`src/rtl/ratio_cos_pipe.sv`:
```
// Pipelined y = sign * (a/(a+d)) * (b*|cos c|) with serial d reload and stall-all flow control.
// Define RATIO_COS_ROUND_EN for a round-half-up final shift; truncation otherwise.
module ratio_cos_pipe #(
  parameter int unsigned W = 12
) (
  input  logic         clk,
  input  logic         rst,
  input  logic         d_valid,
  input  logic         d_bit,
  output logic         d_done,
  input  logic         in_valid,
  output logic         in_ready,
  input  logic [W-1:0] a,
  input  logic [W-1:0] b,
  input  logic [W-1:0] cosv,
  input  logic         cos_sign,
  output logic         out_valid,
  input  logic         out_ready,
  output logic [W:0]   y
);

  localparam int unsigned CW = $clog2(W);
  localparam int unsigned NDIV = W + 1;
  localparam logic [W-1:0] MAG_MAX = '1;

  // rem/q evolve through the divider; s and bc ride along unchanged
  typedef struct packed {
    logic         vld;
    logic         sgn;
    logic [W:0]   s;
    logic [W-1:0] bc;
    logic [W:0]   rem;
    logic [W:0]   q;
  } div_t;

  logic en;
  logic accept;

  assign en       = !out_valid || out_ready;
  assign in_ready = en;
  assign accept   = in_valid && en;

  // Serial d loader, independent of the datapath stalls
  logic [W-1:0]  d_shadow;
  logic [W-1:0]  d_act;
  logic [CW-1:0] d_cnt;
  logic          d_commit_c;

  assign d_commit_c = d_valid && (d_cnt == CW'(W - 1));

  always_ff @(posedge clk or negedge rst) begin
    if (!rst) begin
      d_shadow <= '0;
      d_act    <= '0;
      d_cnt    <= '0;
      d_done   <= 1'b0;
    end else begin
      d_done <= d_commit_c;
      if (d_valid) begin
        d_shadow <= {d_shadow[W-2:0], d_bit};
        d_cnt    <= d_commit_c ? '0 : d_cnt + CW'(1);
        if (d_commit_c) d_act <= {d_shadow[W-2:0], d_bit};
      end
    end
  end

  // Front stage: sum, truncated b*cosv, divider seed
  logic [2*W-1:0] bprod_c;
  div_t           s0_c;

  assign bprod_c = (2*W)'(b) * (2*W)'(cosv);

  always_comb begin
    s0_c     = '0;
    s0_c.vld = accept;
    s0_c.sgn = cos_sign;
    s0_c.s   = (W+1)'(a) + (W+1)'(d_act);
    s0_c.bc  = bprod_c[2*W-1:W];
    s0_c.rem = (W+1)'(a);
  end

  // One restoring step; the first step yields the integer quotient bit (set only when a >= s)
  function automatic div_t div_step(input div_t x, input logic first);
    div_t         r;
    logic [W+1:0] r2;
    logic [W+1:0] dv;
    r  = x;
    dv = (W+2)'(x.s);
    r2 = first ? (W+2)'(x.rem) : {x.rem, 1'b0};
    if (r2 >= dv) begin
      r2  = r2 - dv;
      r.q = {x.q[W-1:0], 1'b1};
    end else begin
      r.q = {x.q[W-1:0], 1'b0};
    end
    r.rem = r2[W:0];
    return r;
  endfunction

  div_t s0_r;
  div_t div_r [NDIV];

  // Quotient saturation: integer bit set means q = 2^W (d = 0), or s = 0 which forces 0
  logic [W-1:0] q_c;

  always_comb begin
    q_c = div_r[W].q[W-1:0];
    if (div_r[W].q[W]) q_c = (div_r[W].s == '0) ? '0 : MAG_MAX;
  end

  logic           prod_vld;
  logic           prod_sgn;
  logic [2*W-1:0] prod_r;
  logic [W-1:0]   mag_c;
  logic           unused_ok_c;

`ifdef RATIO_COS_ROUND_EN
  logic [2*W:0] rsum_c;

  assign rsum_c = (2*W+1)'(prod_r) + ((2*W+1)'(1) << (W - 1));
  assign mag_c  = (rsum_c[2*W:W] > (W+1)'(MAG_MAX)) ? MAG_MAX : rsum_c[2*W-1:W];
  assign unused_ok_c = ^{bprod_c[W-1:0], div_r[W].rem, rsum_c[W-1:0]};
`else
  assign mag_c = prod_r[2*W-1:W];
  assign unused_ok_c = ^{bprod_c[W-1:0], div_r[W].rem, prod_r[W-1:0]};
`endif

  logic         sh_vld;
  logic         sh_sgn;
  logic [W-1:0] sh_mag;

  // Stall-all pipeline: every rank advances together on en, bubbles included
  always_ff @(posedge clk or negedge rst) begin
    if (!rst) begin
      s0_r <= '0;
      for (int j = 0; j < NDIV; j++) div_r[j] <= '0;
      prod_vld  <= 1'b0;
      prod_sgn  <= 1'b0;
      prod_r    <= '0;
      sh_vld    <= 1'b0;
      sh_sgn    <= 1'b0;
      sh_mag    <= '0;
      out_valid <= 1'b0;
      y         <= '0;
    end else if (en) begin
      s0_r     <= s0_c;
      div_r[0] <= div_step(s0_r, 1'b1);
      for (int j = 1; j < NDIV; j++) div_r[j] <= div_step(div_r[j-1], 1'b0);
      prod_vld  <= div_r[W].vld;
      prod_sgn  <= div_r[W].sgn;
      prod_r    <= (2*W)'(q_c) * (2*W)'(div_r[W].bc);
      sh_vld    <= prod_vld;
      sh_sgn    <= prod_sgn;
      sh_mag    <= mag_c;
      out_valid <= sh_vld;
      y         <= sh_vld ? {sh_sgn && (sh_mag != '0), sh_mag} : '0;
    end
  end

endmodule
```
`config.mk`:
```
export PLATFORM = sky130hd
export DESIGN_NAME = ratio_cos_pipe
export DESIGN_NICKNAME = d
export VERILOG_FILES = /design/src/rtl/ratio_cos_pipe.sv
export SDC_FILE = /design/constraint.sdc
export NUM_CORES = 2
export LEC_CHECK = 0
export CORE_ASPECT_RATIO = 1.4
export CORE_MARGIN = 2
export CORE_UTILIZATION = 45
export DETAILED_ROUTE_END_ITERATION = 6
export SYNTH_ARGS = -nofsm -noshare
export SYNTH_HDL_FRONTEND = slang
export SYNTH_SLANG_ARGS = --single-unit
```
`constraint.sdc`:
```
create_clock -name clk -period 9.73 [get_ports clk]
set_input_delay 1.946 -clock clk [delete_from_list [all_inputs] [get_ports clk]]
set_output_delay 1.946 -clock clk [all_outputs]
set_load 0.05 [all_outputs]
```
### Word-level counts from Yosys, hierarchy flattened

Index checks and enable logic that the tools add are counted.

| operators by class | value |
|---|---|
| $add $sub $neg | 14 |
| $mul | 2 |
| $lt $le $gt $ge | 13 |
| eq/ne operators | 1 |
| multiplexer cells | 29 |
| reduce and logical (&&, ||, !) cells | 8 |

Operators with widths:

| kind | number |
|---|---|
| 13-bit two-way mux | 13 |
| 14-bit by 13-bit >= comparator with 1-bit output | 12 |
| 13-bit subtractor | 11 |
| 12-bit by 12-bit multiplier with 24-bit output | 2 |
| 12-bit two-way mux | 2 |
| 12-bit by 12-bit adder with 13-bit output | 1 |
| 12-bit by 13-bit >= comparator with 1-bit output | 1 |
| 13-bit zero test | 1 |
| 1-bit two-way mux | 13 |
| 12-bit by 13-bit subtractor with 13-bit output | 1 |
| 12-bit nonzero test | 1 |
| 4-bit by 1-bit adder with 4-bit output (second input constant) | 1 |
| 4-bit == test (second input constant) | 1 |
| 4-bit two-way mux | 1 |
| 1-bit logical AND | 3 |
| 2-bit AND reduction | 1 |
| 1-bit zero test | 1 |
| 1-bit logical OR | 1 |

| storage, ports and cells | value |
|---|---|
| flip-flop bits (word level) | 719 |
| input bits | 43 |
| word-level logic and storage cells | 161 |

### Longest topological paths before layout

| depth | value |
|---|---|
| depth in word-level cells | 4 |
| depth in mapped cells | 26 |
| gate-level depth less buffers | 24 |

### Worst setup path after synthesis

No wires, ideal clock.

| timing path | value |
|---|---|
| kind | input to register |
| start | input cosv[11] |
| end | register s0_r[35] (netlist name) |
| library setup time | 0.120 ns |
| arrival | 6.791 ns |
| data required time | 9.610 ns |
| setup slack | 2.819 ns |
| stages on the path | 19 |
| path buffers | 1 |
| cells stage by stage | clkbuf_1 > nand2_1 > fa_1 > fa_1 > inv_1 > fa_1 > inv_1 > fa_1 > inv_1 > fa_1 > ha_1 > o21a_1 > nor2_1 > o31ai_1 > a41o_1 > o21ai_0 > nand2b_1 > a211o_1 > a31o_2 |

| on the way | value |
|---|---|
| word-level cells in the longest chain between the ends | 1 |

Ends and longest elaborated chain:

| what | RTL line | text |
|---|---|---|
| start: declaration | 15 | `input logic [W-1:0] cosv,` |
| 12-bit by 12-bit multiplier with 24-bit output | 71 | `assign bprod_c = (2*W)'(b) * (2*W)'(cosv);` |
| end signal: assignment | 135 | `s0_r <= '0;` |
| end signal: assignment | 146 | `s0_r <= s0_c;` |
| end: declaration | 100 | `div_t s0_r;` |

Every way passes these cells.
A chain may end at the register's enable or synchronous reset.

### Worst setup path in the final report

| timing path | value |
|---|---|
| start | register div_r[12] (netlist name) |
| end | register prod_r[17] |

| on the way | value |
|---|---|
| word-level cells in the longest chain between the ends | 2 |

Ends and longest elaborated chain:

| what | RTL line | text |
|---|---|---|
| start: declaration | 101 | `div_t div_r [NDIV];` |
| 12-bit two-way mux | 108 | `if (div_r[W].q[W]) q_c = (div_r[W].s == '0) ? '0 : MAG_MAX;` |
| 12-bit by 12-bit multiplier with 24-bit output | 151 | `prod_r <= (2*W)'(q_c) * (2*W)'(div_r[W].bc);` |
| end signal: assignment | 151 |  |
| end: declaration | 113 | `logic [2*W-1:0] prod_r;` |

Every way passes these cells.

==> metrics.txt <==
number of enable-type register cells in the synthesized netlist=0; setup clock skew after layout=0.0304 ns; number of different library cells in the post-synthesis netlist=63; Avg Synthesized Cell Area=8.80 um^2; cell with the biggest individual delay on the critical path=dfrtp_1; crit-path leading delay family=adder cells; number of filler cells placed in the layout=9336; Place WS=1.84 ns; horizontal die dimension=267 um; detailed-placement wirelength estimate=65400 um; drt drc=0; nets@finish=5427; smallest setup slack after layout=2.29 ns; most used flip-flop cell after synthesis=dfrtp_1; max-cap viol count=0; DIE AREA=0.0995 mm^2; number of instances in the synthesized netlist=4955; vias in the first global route=32200; number of hold-slack violations in the final timing report=0; number of placed I/O pins=59; Synth async-reset ratio=1.00; GRT Total Usage=0.191; leftover overflow at the end of global routing=0; CP most frequent cell=fa_1; number of buffers inserted by hold repair at cts=0; initial antenna violation count=0; number of instances in the placed design=6101; Seq/Total Area, Yosys=0.406; nature of the critical path startpoint=flip-flop; Max FO, Critical Path=16; routed wire length=91800 um; starting density of the core=0.452; initial detailed-routing violation count=1388; Layout Utilization=0.494; # clock sinks=707; clock tree buffer depth=3; Critical Path Max Stage Delay=0.74 ns; overall via count from detail_route=31400; crit end category=flip-flop; post-synthesis cell area=0.0436 mm^2; buffer type at the clock tree root=clkbuf_16; Req. time, crit path=10.18 ns; Setup-failing EPs final=0; DIE HEIGHT=372 um; clock tree from TritonCTS=done; class of the worst hold path=reg -> reg; total negative setup slack=0 ns; Area growth syn-to-layout=9.30%; Bufs and invs on worst path=4; data arrival time of the worst path=7.89 ns; worst-case headroom to the max-slew limit=0.287; total inserted antenna cells=0; wire length of the first global-routing pass=157000 um; fraction of final layout cells sized beyond drive strength 1=0.0359; standard-cell rows=135; post-detailed-route via-to-cell ratio=5.03; Resized Gates After CTS=0; gpl congestion=0.846; area of the core region=0.0964 mm^2; outcome=finished, final reports clean; RSZ-0062 raised after global routing=no; worst-margin pin slew=1.07 ns; cells along the critical path=nor4b_2, nand4_1, o21a_1, and2_1, fa_1, inv_1, fa_1, inv_1, fa_1, fa_1, inv_1, fa_1, inv_1, ha_1, nand2_1, o21ai_0, a21oi_1, a211o_1, a21boi_0, o21a_1, o21ai_0, nand4b_1, o311ai_0; register bit total from synthesis=707; Synth Net Count=5505; antenna viol nets, final=0; Tcrit/Tclk final=0.765; number of warnings printed during yosys synthesis=0; worst-skew pair later-pin latency=0.64 ns; Finished Layout Cells=6235; pin count of the biggest net entering global routing=182; clock slew seen by the registers of the worst setup and hold paths=0.06 ns; worst setup path class=reg -> reg; postcts setup bufs=0; most frequent standard cell in the layout excluding fill and tap cells=nand2_1; commonest cells after routing, fill and taps aside=1460 x nand2_1, 707 x dfrtp_1, 452 x inv_1; max-slew violation count=0; time the final worst path needs with I/O delays and setup=7.44 ns; number of buffers added by the clock tree synthesis step=75; maximum level of the CTS H-tree=3; maximum clock frequency=134 MHz; routed length per placed instance=14.7 um; Port-buffer cells=58; Pre-Repair DR Iteration Count=6
==> synth_stat cells (11+ instances only) <==
cell | n | area [um^2]
nor4_1 | 11 | 68.8
a211oi_1 | 17 | 128
xor2_1 | 33 | 289
fa_1 | 211 | 4220
dfrtp_1 | 707 | 17700
mux2i_1 | 113 | 1130
nor2_1 | 210 | 788
mux2_2 | 21 | 236
xnor2_1 | 99 | 867
ha_1 | 296 | 3700
nand2b_1 | 19 | 119
o21ai_0 | 304 | 1520
o31ai_1 | 26 | 195
buf_2 | 15 | 75.1
nand4_1 | 26 | 163
o21a_1 | 45 | 338
clkbuf_1 | 186 | 698
nand3_1 | 65 | 325
nor2b_1 | 34 | 213
inv_1 | 453 | 1700
and2_1 | 98 | 613
a21oi_1 | 212 | 1060
nand2_1 | 1460 | 5480
or3_1 | 20 | 125
buf_1 | 27 | 101
nor3_1 | 66 | 330
a21o_1 | 26 | 195
and3_1 | 18 | 113
==> cell families (layout without fill, tap and decap cells) <==
logic type,Yosys count,in the layout,share of synthesized area
AO/OA/AOI/OAI,742,742,0.100
XOR/XNOR,132,132,0.0265
buffers and inverters,685,664,0.0599
flip-flops,707,707,0.406
multiplexers,134,134,0.0314
AND/OR/NAND/NOR,2048,2048,0.195
adder cells (fa/ha/maj),507,507,0.182
==> layout make-up <==
cell class              count  area [um^2]  area share
clock buffers             108         2200      0.0463
clock inverters            26          328     0.00688
inverters                 453         1710      0.0358
multi-input cells        3563        23300       0.489
flip-flops and latches    707        17700       0.371
well taps                1301         1630      0.0342
repair buffers             77          791      0.0166
==> worst reg2reg max path: stages (launching register included) <==
cell and delay, ns:
dfrtp_1 0.74, nor4b_2 0.30, nand4_1 0.60, o21a_1 0.51
and2_1 0.27, fa_1 0.53, inv_1 0.05, fa_1 0.54
inv_1 0.05, fa_1 0.46, fa_1 0.49, inv_1 0.05
fa_1 0.47, inv_1 0.04, ha_1 0.28, nand2_1 0.06
o21ai_0 0.43, a21oi_1 0.12, a211o_1 0.35, a21boi_0 0.39
o21a_1 0.21, o21ai_0 0.11, nand4b_1 0.10, o311ai_0 0.13
==> state kept, by name (all words and copies together) (netlist names) <==
name       cells
div_r        598
s0_r          39
y             13
d_act         12
prod_r        12
sh_mag        12
d_shadow      11
d_cnt          4
d_done         1
out_valid      1
prod_sgn       1
prod_vld       1
sh_sgn         1
sh_vld         1
==> layer usage <==
layer	vias to the layer above	track usage	wire [um]
li1	15900	-	-
met1	15000	0.219	37600
met2	334	0.362	48900
met3	163	0.0208	2330
met4	0	0.0715	2930
met5	-	0	0
==> final timing paths <==
path / slack [ns] / cells past startpoint / to / from
worst max register to register: 2.29 / 23 / prod_r[17] / div_r[12]
worst min-delay path: 0.46 / 2 / d_act[11] / d_shadow[10]
min in group asynchronous: 1.33 / 1 / div_r[610] / rst
max in group asynchronous: 6.63 / 3 / y[4] / rst
worst min register to register: 0.46 / 2 / d_act[11] / d_shadow[10]
worst max-delay path: 2.29 / 23 / prod_r[17] / div_r[12]
==> per-stage QoR <==
stage | hold slack [ns] | area [um^2]
6_report | 0.460 | 47700
5_1_grt | 0.479 | 47700
4_1_cts | 0.465 | 47700
3_5_place_dp | 0.450 | 45100
3_3_place_gp | 0.448 | 45100
2_1_floorplan | 0.435 | 43600
Power is left out: the tool's default activity adds up to more than one toggle a clock period on the data nets, which glitch-free logic cannot reach.
